`src/rtl/mem_port_arbiter_if.sv`:
```
// Handshake and memory-pin bundle between the pipeline's fetch/data ports,
// the arbiter, and the single-port Memory block.
interface mem_port_arbiter_if #(
  parameter int ADDR_W = 10,
  parameter int DATA_W = 16
);
  logic              I_Req;
  logic [ADDR_W-1:0] I_Addr;
  logic              I_Ack;
  logic [DATA_W-1:0] I_RData;

  logic              D_Req;
  logic              D_WE;
  logic [ADDR_W-1:0] D_Addr;
  logic [DATA_W-1:0] D_WData;
  logic              D_Ack;
  logic [DATA_W-1:0] D_RData;

  logic [ADDR_W-1:0] Mem_Addr;
  logic [DATA_W-1:0] Mem_DataIn;
  logic              Mem_WE;
  logic [DATA_W-1:0] Mem_DataOut;

  logic              Busy;

  // Arbiter side.
  modport slave (
    input  I_Req, I_Addr, D_Req, D_WE, D_Addr, D_WData, Mem_DataOut,
    output I_Ack, I_RData, D_Ack, D_RData, Mem_Addr, Mem_DataIn, Mem_WE, Busy
  );

  // Requester / memory side.
  modport master (
    output I_Req, I_Addr, D_Req, D_WE, D_Addr, D_WData, Mem_DataOut,
    input  I_Ack, I_RData, D_Ack, D_RData, Mem_Addr, Mem_DataIn, Mem_WE, Busy
  );
endinterface

```
`src/rtl/mem_port_arbiter.sv`:
```
// Serialises fetch and load/store requests onto the single-port Memory block.
// Data has priority; a starvation counter forces a fetch after STARVE_LIMIT data grants.
module mem_port_arbiter #(
  parameter int ADDR_W       = 10,
  parameter int DATA_W       = 16,
  parameter int STARVE_LIMIT = 2
) (
  input logic               CLK,
  input logic               Reset,
  mem_port_arbiter_if.slave bus
);

  localparam int CNT_W = (STARVE_LIMIT < 1) ? 1 : $clog2(STARVE_LIMIT + 1);
  localparam logic [CNT_W-1:0] CNT_MAX = CNT_W'(STARVE_LIMIT);

  typedef enum logic [1:0] {IDLE, ACCESS, CAPTURE, ACK} state_t;
  typedef enum logic {PORT_I, PORT_D} port_t;

  state_t            state, stateNext;
  port_t             owner, ownerNext;
  logic              isStore, isStoreNext;
  logic [CNT_W-1:0]  starveCnt, starveCntNext;
  logic [ADDR_W-1:0] memAddr, memAddrNext;
  logic [DATA_W-1:0] memDataIn, memDataInNext;
  logic              memWe, memWeNext;
  logic              iAck, iAckNext;
  logic              dAck, dAckNext;
  logic [DATA_W-1:0] iRData, iRDataNext;
  logic [DATA_W-1:0] dRData, dRDataNext;
  logic              busy;

  logic forceFetch;
  logic grantI;
  logic grantD;

  // Grant decision: full arbitration from IDLE, hand-off to the other port from ACK.
  always_comb begin
    forceFetch = bus.I_Req && (starveCnt == CNT_MAX);
    grantI     = 1'b0;
    grantD     = 1'b0;
    case (state)
      IDLE: begin
        grantD = bus.D_Req && !forceFetch;
        grantI = bus.I_Req && !grantD;
      end
      ACK: begin
        grantI = (owner == PORT_D) && bus.I_Req;
        grantD = (owner == PORT_I) && bus.D_Req;
      end
      default: ;
    endcase
  end

  always_comb begin
    // NOTE: every signal gets a default before the case; a branch that skips one would infer a latch.
    stateNext     = state;
    ownerNext     = owner;
    isStoreNext   = isStore;
    starveCntNext = starveCnt;
    memAddrNext   = memAddr;
    memDataInNext = memDataIn;
    memWeNext     = 1'b0;
    iAckNext      = 1'b0;
    dAckNext      = 1'b0;
    iRDataNext    = iRData;
    dRDataNext    = dRData;

    unique case (state)
      IDLE:    stateNext = IDLE;
      ACCESS:  stateNext = CAPTURE;
      CAPTURE: begin
        stateNext = ACK;
        if (owner == PORT_I) begin
          iAckNext   = 1'b1;
          iRDataNext = bus.Mem_DataOut;
        end else begin
          dAckNext = 1'b1;
          if (!isStore) dRDataNext = bus.Mem_DataOut;
        end
      end
      ACK:     stateNext = IDLE;
    endcase

    if (grantI) begin
      stateNext     = ACCESS;
      ownerNext     = PORT_I;
      isStoreNext   = 1'b0;
      memAddrNext   = bus.I_Addr;
      starveCntNext = '0;
    end else if (grantD) begin
      stateNext     = ACCESS;
      ownerNext     = PORT_D;
      isStoreNext   = bus.D_WE;
      memAddrNext   = bus.D_Addr;
      memDataInNext = bus.D_WData;
      memWeNext     = bus.D_WE;
      // Only data grants that overtake a waiting fetch count towards starvation.
      if (!bus.I_Req)                starveCntNext = '0;
      else if (starveCnt != CNT_MAX) starveCntNext = starveCnt + CNT_W'(1);
    end
  end

  always_ff @(posedge CLK or posedge Reset) begin
    if (Reset) begin
      state     <= IDLE;
      owner     <= PORT_I;
      isStore   <= 1'b0;
      starveCnt <= '0;
      memAddr   <= '0;
      memDataIn <= '0;
      memWe     <= 1'b0;
      iAck      <= 1'b0;
      dAck      <= 1'b0;
      iRData    <= '0;
      dRData    <= '0;
      busy      <= 1'b0;
    end else begin
      // NOTE: non-blocking so every register sees pre-edge values regardless of statement order.
      state     <= stateNext;
      owner     <= ownerNext;
      isStore   <= isStoreNext;
      starveCnt <= starveCntNext;
      memAddr   <= memAddrNext;
      memDataIn <= memDataInNext;
      memWe     <= memWeNext;
      iAck      <= iAckNext;
      dAck      <= dAckNext;
      iRData    <= iRDataNext;
      dRData    <= dRDataNext;
      busy      <= (stateNext != IDLE);
    end
  end

  assign bus.Mem_Addr   = memAddr;
  assign bus.Mem_DataIn = memDataIn;
  assign bus.Mem_WE     = memWe;
  assign bus.I_Ack      = iAck;
  assign bus.D_Ack      = dAck;
  assign bus.I_RData    = iRData;
  assign bus.D_RData    = dRData;
  assign bus.Busy       = busy;

endmodule

```
`src/flat_wrapper.sv`:
```
// flat-port wrapper written by rule: the top's interface ports become plain ports
module mem_port_arbiter_flat 
#(
  parameter int ADDR_W       = 10,
  parameter int DATA_W       = 16,
  parameter int STARVE_LIMIT = 2
)
  (CLK, Reset, bus_I_Req, bus_I_Addr, bus_D_Req, bus_D_WE, bus_D_Addr, bus_D_WData, bus_Mem_DataOut, bus_I_Ack, bus_I_RData, bus_D_Ack, bus_D_RData, bus_Mem_Addr, bus_Mem_DataIn, bus_Mem_WE, bus_Busy);
  mem_port_arbiter_if #(.ADDR_W(ADDR_W), .DATA_W(DATA_W)) bus_i ();
  input logic CLK;
  input logic Reset;
  input wire logic [$bits(bus_i.I_Req)-1:0] bus_I_Req;
  input wire logic [$bits(bus_i.I_Addr)-1:0] bus_I_Addr;
  input wire logic [$bits(bus_i.D_Req)-1:0] bus_D_Req;
  input wire logic [$bits(bus_i.D_WE)-1:0] bus_D_WE;
  input wire logic [$bits(bus_i.D_Addr)-1:0] bus_D_Addr;
  input wire logic [$bits(bus_i.D_WData)-1:0] bus_D_WData;
  input wire logic [$bits(bus_i.Mem_DataOut)-1:0] bus_Mem_DataOut;
  output wire logic [$bits(bus_i.I_Ack)-1:0] bus_I_Ack;
  output wire logic [$bits(bus_i.I_RData)-1:0] bus_I_RData;
  output wire logic [$bits(bus_i.D_Ack)-1:0] bus_D_Ack;
  output wire logic [$bits(bus_i.D_RData)-1:0] bus_D_RData;
  output wire logic [$bits(bus_i.Mem_Addr)-1:0] bus_Mem_Addr;
  output wire logic [$bits(bus_i.Mem_DataIn)-1:0] bus_Mem_DataIn;
  output wire logic [$bits(bus_i.Mem_WE)-1:0] bus_Mem_WE;
  output wire logic [$bits(bus_i.Busy)-1:0] bus_Busy;
  assign bus_i.I_Req = bus_I_Req;
  assign bus_i.I_Addr = bus_I_Addr;
  assign bus_i.D_Req = bus_D_Req;
  assign bus_i.D_WE = bus_D_WE;
  assign bus_i.D_Addr = bus_D_Addr;
  assign bus_i.D_WData = bus_D_WData;
  assign bus_i.Mem_DataOut = bus_Mem_DataOut;
  assign bus_I_Ack = bus_i.I_Ack;
  assign bus_I_RData = bus_i.I_RData;
  assign bus_D_Ack = bus_i.D_Ack;
  assign bus_D_RData = bus_i.D_RData;
  assign bus_Mem_Addr = bus_i.Mem_Addr;
  assign bus_Mem_DataIn = bus_i.Mem_DataIn;
  assign bus_Mem_WE = bus_i.Mem_WE;
  assign bus_Busy = bus_i.Busy;
  mem_port_arbiter #(.ADDR_W(ADDR_W), .DATA_W(DATA_W), .STARVE_LIMIT(STARVE_LIMIT)) u_core (.CLK(CLK), .Reset(Reset), .bus(bus_i));
endmodule
```
`config.mk`:
```
export PLATFORM = sky130hd
export DESIGN_NAME = mem_port_arbiter_flat
export DESIGN_NICKNAME = d
export VERILOG_FILES = /design/src/rtl/mem_port_arbiter_if.sv /design/src/rtl/mem_port_arbiter.sv /design/src/flat_wrapper.sv
export SDC_FILE = /design/constraint.sdc
export NUM_CORES = 1
export LEC_CHECK = 0
export BUFFER_PORTS_ARGS = -buffer_cell sky130_fd_sc_hd__buf_2
export CORE_AREA = 4 4 82 84
export CTS_CLUSTER_DIAMETER = 150
export CTS_CLUSTER_SIZE = 24
export DETAILED_ROUTE_END_ITERATION = 16
export DIE_AREA = 0 0 86 88
export HOLD_SLACK_MARGIN = 0.05
export PLACE_DENSITY = 0.78
export SETUP_SLACK_MARGIN = 0.05
export SLEW_MARGIN = 20
export SYNTH_ARGS = -nofsm -noshare
export SYNTH_HDL_FRONTEND = slang
export SYNTH_SLANG_ARGS = --single-unit
```
`constraint.sdc`:
```
create_clock -name CLK -period 2.6 [get_ports CLK]
set_clock_uncertainty 0.05 [all_clocks]
set_input_delay 0.13 -clock CLK [delete_from_list [all_inputs] [get_ports CLK]]
set_output_delay 0.13 -clock CLK [all_outputs]
set_load 0.01 [all_outputs]
```
# --- Yosys cells after proc, flatten, opt, wreduce, memory -nomap -nowiden ---
# Index checks and enable logic that the tools add are counted.
word_totals:
  regBits: 68
  input_bits: 57
  output_inout_bits: 62
classes:
  add_sub_neg: 1
  eq_ne: 6
  muxes: 21
  bitwise: 3
  reduce_logical: 15
op_table:
  columns: ["op", "n"]
  rows:
  - ["$mux W10", 2]
  - ["$mux W2", 6]
  - ["$mux W1", 10]
  - ["$eq A2 B2 Y1 const B", 3]
  - ["$pmux W2 S3", 1]
  - ["$reduce_and A2 Y1", 3]
  - ["$logic_and A1 B1 Y1", 5]
  - ["$pmux W1 S2", 2]
  - ["$reduce_bool A2 Y1", 2]
  - ["$ne A3 B1 Y1 const B", 1]
  - ["$not A1 Y1", 3]
  - ["$reduce_and A3 Y1", 1]
  - ["$add A2 B1 Y2 const B", 1]
  - ["$eq A2 B1 Y1 const B", 1]
  - ["$logic_not A1 Y1", 2]
  - ["$logic_not A2 Y1", 1]
  - ["$ne A2 B2 Y1 const B", 1]
  - ["$reduce_or A2 Y1", 1]

# --- Depth between registers and ports, before layout ---
logic_depth:
  depth_word: 9
  depth_mapped: 7

# --- Least setup slack after synthesis ---
# Ideal clock, no wire load.
synth_timing:
  kind: "register -> register"
  start: "register u_core.state[0]"
  end: "register u_core.memDataIn[0], in the netlist u_core.bus.Mem_DataIn[0]"
  t_arrival_ns: 1.750
  required_time_ns: 2.425
  path_slack_ns: 0.675
  path_stages_with_launch: 7
  n_path_buf: 1
  period_less_slack_ns: 1.925
  path_cell_list: "dfrtp_1 -> inv_1 -> ha_1 -> nor4_4 -> nor2_4 -> buf_6 -> mux2_4"
synth_via:
  elab_chain_len: 4
  word_cells_on_any_way: 6
  cone_classes: "eq/ne: 1; mux: 2; bitwise: 1; reduce/logical: 2"
synth_lines:
  columns: ["item", "line_no", "rtl"]
  rows:
  - ["from (decl)", "mem_port_arbiter.sv:19", "state_t state, stateNext;"]
  - ["from (signal assigned)", "mem_port_arbiter.sv:119", "state <= stateNext;"]
  - ["$eq A2 B2 Y1 or $logic_not A2 Y1 (tied branches)", "mem_port_arbiter.sv:41", "case (state)"]
  - ["$pmux W1 S2", "mem_port_arbiter.sv:41", null]
  - ["$not A1 Y1 (no line)", null, null]
  - ["$reduce_and A2 Y1 (no line) *", null, null]
  - ["to (signal assigned)", "mem_port_arbiter.sv:124", "memDataIn <= memDataInNext;"]
  - ["to (decl)", "mem_port_arbiter.sv:24", "logic [DATA_W-1:0] memDataIn, memDataInNext;"]
# Every way passes the cells marked *; elsewhere a longest branch is shown, timed or not.
# A chain may end at the register's enable or synchronous reset.

# --- Worst setup path in the final report ---
layout_timing:
  start: "register u_core.starveCnt[0]"
  end: "register u_core.memDataIn[10], in the netlist u_core.bus.Mem_DataIn[10]"
layout_via:
  elab_chain_len: 9
  word_cells_on_any_way: 10
  cone_classes: "eq/ne: 1; mux: 2; bitwise: 1; reduce/logical: 6"
layout_lines:
  columns: ["item", "line_no", "rtl"]
  rows:
  - ["from (decl)", "mem_port_arbiter.sv:22", "logic [CNT_W-1:0] starveCnt, starveCntNext;"]
  - ["from (signal assigned)", "mem_port_arbiter.sv:122", "starveCnt <= starveCntNext;"]
  - ["$eq A2 B2 Y1 *", "mem_port_arbiter.sv:38", "forceFetch = bus.I_Req && (starveCnt == CNT_MAX);"]
  - ["$logic_and A1 B1 Y1 *", "mem_port_arbiter.sv:38", null]
  - ["$logic_not A1 Y1 *", "mem_port_arbiter.sv:43", "grantD = bus.D_Req && !forceFetch;"]
  - ["$logic_and A1 B1 Y1 *", "mem_port_arbiter.sv:43", null]
  - ["$logic_not A1 Y1", "mem_port_arbiter.sv:44", "grantI = bus.I_Req && !grantD;"]
  - ["$logic_and A1 B1 Y1", "mem_port_arbiter.sv:44", null]
  - ["$pmux W1 S2", "mem_port_arbiter.sv:41", null]
  - ["$not A1 Y1 (no line)", null, null]
  - ["$reduce_and A2 Y1 (no line) *", null, null]
# Marked as above.

==> metrics.md <==
| Metric | Value |
|---|---|
| Initial antenna violation count | 0 |
| Rows | 28 |
| Sequential area share after synthesis | 0.614 |
| Sequential cell area | 0.00170 mm^2 |
| Clk root buf | clkbuf_8 |
| Nets | 429 |
| Cts bufs inserted | 9 |
| Vias per cell | around 4.7 |
| Max-cap violation count | 0 |
| Cells after DPL | 381 |
| Synth Area in Simple Gates | 0.0605 |
| Multi-input gate area | 0.00100 mm^2 |
| Detailed Place HPWL | 4360 um |
| Antenna-violating nets left | 0 |
| Clk_lat worst skew | 0.32 ns |
| CP arrival | 2.40 ns |
| Layout area overhead | 50.5% |
| Clock transition at the registers of the reported paths | 0.07 ns |
| Internal power | 3.23 mW |
| Initial DRC count | 30 |
| Gpl congestion | 0.748 |
| Outcome | completed |
| Startpoint types | flip-flop |
| Post-CTS setup buffer count | 0 |
| Setup TNS | 0 ns |
| CTS resizes | 0 |
| Final Util | 0.704 |
| Fin worst setup slack | about 0.35 ns |
| DRC | 0 |
| Largest net degree at the start of global routing | 36 |
| Critical Path RT | ~2.8 ns |
| Cells after Synth | roughly 190 |
| Fmax | 0.445 GHz |
| Core box area | 0.00592 mm^2 |
| Kind of critical path | reg2reg |
| Crit. End Element | flip-flop |
| FILL cells | approximately 400 |
| Peak VDD IR | around 0.64 mV |
| Syn. warnings | 0 |
| Clock power frac | 0.176 |
| Total grt overflow | 0 |
| Share of cells above drive strength 1 | 0.515 |
| Non-Filler Instances | 448 |
| Fin crit period | about 2.2 ns |
| Synth Cell Area | 0.00277 mm^2 |
| CP Max Fanout | 17 |
| First-pass GRT wire length | 10800 um |
| Sink Count | 68 |
| CTS Buffer Depth | 2 |
| Pre-CTS setup slack | 0.370 ns |
| Max-slew violations | 0 |
| CTS tree | yes |
| Slew headroom | 0.524 |
| WL/cell | 14.7 um |
| Total GRT Usage | 0.184 |
| RSZ-0062 raised after global routing | no |
| Syn nets | 253 |
| Starting density of the core | 0.468 |
| Chip width | 86 um |
| Hold Path Class | in2reg |
| Net Sw Frac | 0.342 |
| Period utilisation layout | 0.864 |
| Final setup vio count | 0 |
| Avg Cell Area, Syn | around 14 um^2 |
| #FFs+latches synth | 68 |
| H-tree levels | 3 |
| Via count | 2124 |
| Final hold violation count | 0 |
| XOR/XNOR share of the synthesized area | 0 |
| Die area | between 0.007 and 0.008 mm^2 |
| # IOs | about 120 |
| Vias in the first global route | 2308 |
| # port buffers | 118 |
| Mux share of post-synthesis cell area | 0.251 |
| Leak | 2.08 nW |
| # diodes | 0 |
| Routed wire length | 6600 um |
| Main combinational cell family by area after synthesis | multiplexers |
| Drt pass-1 iters | 4 |
| Psw | 1.68 mW |
| Least-Margin Pin Slew | between 0.7 and 0.8 ns |
| Post-Synth Adder-Cell Area | 0.0181 |
| PwrDens | 1180 mW/mm^2 |
| Comb pwr share | 0.440 |
| Synth Area in Compound Gates | 0.0321 |
| Synth unique cells | 27 |
| Sequential share of power | 0.383 |
| Die H | 88 um |
==> final timing paths <==
| path | from | to | slack, ns | cells after the start |
|---|---|---|---|---|
| setup reg to reg | u_core.starveCnt[0] | u_core.bus.Mem_DataIn[10] | 0.35 | 6 |
| setup / recovery | u_core.starveCnt[0] | u_core.bus.Mem_DataIn[10] | 0.35 | 6 |
| hold reg to reg | u_core.bus.I_RData[3] | u_core.bus.I_RData[3] | 0.45 | 1 |
| max in group asynchronous | Reset | u_core.bus.Mem_Addr[9] | 1.46 | 4 |
| hold / removal | bus_D_Addr[7] | u_core.bus.Mem_Addr[7] | 0.07 | 3 |
| min in group asynchronous | Reset | u_core.bus.I_RData[14] | 0.42 | 3 |
==> logic make-up (layout without fill, tap and decap cells) <==
group	after synthesis	after routing
flip-flops	68	68
multiplexers	60	60
AND/OR/NAND/NOR	30	30
AO/OA/AOI/OAI	16	16
buffers and inverters	14	195
adder cells (fa/ha/maj)	4	4
==> layer usage <==
| metal | global-route usage | wire length [um] | vias up |
|---|---|---|---|
| met5 | 0 | 0 | - |
| met4 | 0.0734 | 90 | 0 |
| met3 | 0.0489 | 505 | 7 |
| met2 | 0.313 | 3280 | 84 |
| met1 | 0.223 | 2730 | 1018 |
| li1 | - | - | 1015 |
==> power by group through the flow <==
stage | registers (mW) | logic [mW] | clock network (mW)
final | 1.88 | 2.16 | 0.864
after global placement | 1.87 | 2.05 | 0
after global routing | 1.94 | 2.36 | 0.943
after CTS | 1.88 | 2.18 | 0.892
after detailed placement | 1.89 | 2.13 | 0
after floorplan | 2.10 | 1.14 | 0
==> layout make-up <==
cell class              instances  share of cell area
well taps                      75              0.0225
clock inverters                 4              0.0114
multi-input cells             110               0.241
repair buffers                173               0.274
clock buffers                  12              0.0372
inverters                       6             0.00540
flip-flops and latches         68               0.408
==> timing repair <==
action,4_1_cts,5_1_grt
endpoints found under the hold margin,94,0
hold buffers,51,0
setup endpoints to repair,0,0
==> state kept, by name, indices dropped and copies added (netlist names), 2 cells and up <==
name,cells
u_core.bus.I_RData,16
u_core.starveCnt,2
u_core.bus.Mem_DataIn,16
u_core.state,2
u_core.bus.D_RData,16
u_core.bus.Mem_Addr,10
==> cell usage after synthesis <==
| library cell | instances | area, um^2 |
|---|---|---|
| a21boi_0 | 1 | 7.51 |
| a21oi_1 | 12 | 60.1 |
| and2_1 | 2 | 12.5 |
| buf_2 | 3 | 15.0 |
| buf_4 | 1 | 7.51 |
| buf_6 | 1 | 11.3 |
| clkbuf_1 | 3 | 11.3 |
| dfrtp_1 | 68 | 1700 |
| ha_1 | 4 | 50.1 |
| inv_1 | 5 | 18.8 |
| inv_2 | 1 | 3.75 |
| mux2_2 | 39 | 439 |
| mux2_4 | 9 | 135 |
| mux2i_1 | 12 | 120 |
| nand2_1 | 4 | 15.0 |
| nand2b_1 | 1 | 6.26 |
| nor2_1 | 14 | 52.6 |
| nor2_4 | 1 | 11.3 |
| nor2b_1 | 2 | 12.5 |
| nor2b_2 | 1 | 8.76 |
| nor3_1 | 1 | 5.00 |
| nor3b_1 | 1 | 7.51 |
| nor4_4 | 1 | 21.3 |
| o211ai_1 | 1 | 7.51 |
| o21ai_0 | 1 | 5.00 |
| o21ai_2 | 1 | 8.76 |
| or4_1 | 2 | 15.0 |
==> cell usage in the layout (no fill, tap or decap), types with 3 or more instances in the layout <==
master           n
nor2_1          14
nand2_1          4
mux2i_1         12
mux2_2          39
buf_2          118
clkbuf_8        11
buf_4            3
dfrtp_1         68
ha_1             4
mux2_4           9
inv_1            4
dlygate4sd3_1   51
a21oi_1         12
==> worst max-delay path, stage by stage, from the launching register on <==
cell,delay (ns)
dfrtp_1,0.36
inv_1,0.05
ha_1,0.23
nor3b_1,0.42
nor4_4,0.12
nor2_4,0.50
mux2_2,0.40
==> metrics by stage <==
step / hold WS [ns] / instance area, um^2 / power (mW)
after floorplan: 0.209 / 2770 / 3.24
after global placement: 0.237 / 3450 / 3.92
after detailed placement: 0.240 / 3450 / 4.02
after CTS: 0.0573 / 4170 / 4.96
after global routing: 0.0807 / 4170 / 5.25
final: 0.0688 / 4170 / 4.91
Power figures use the tool's default switching activity.
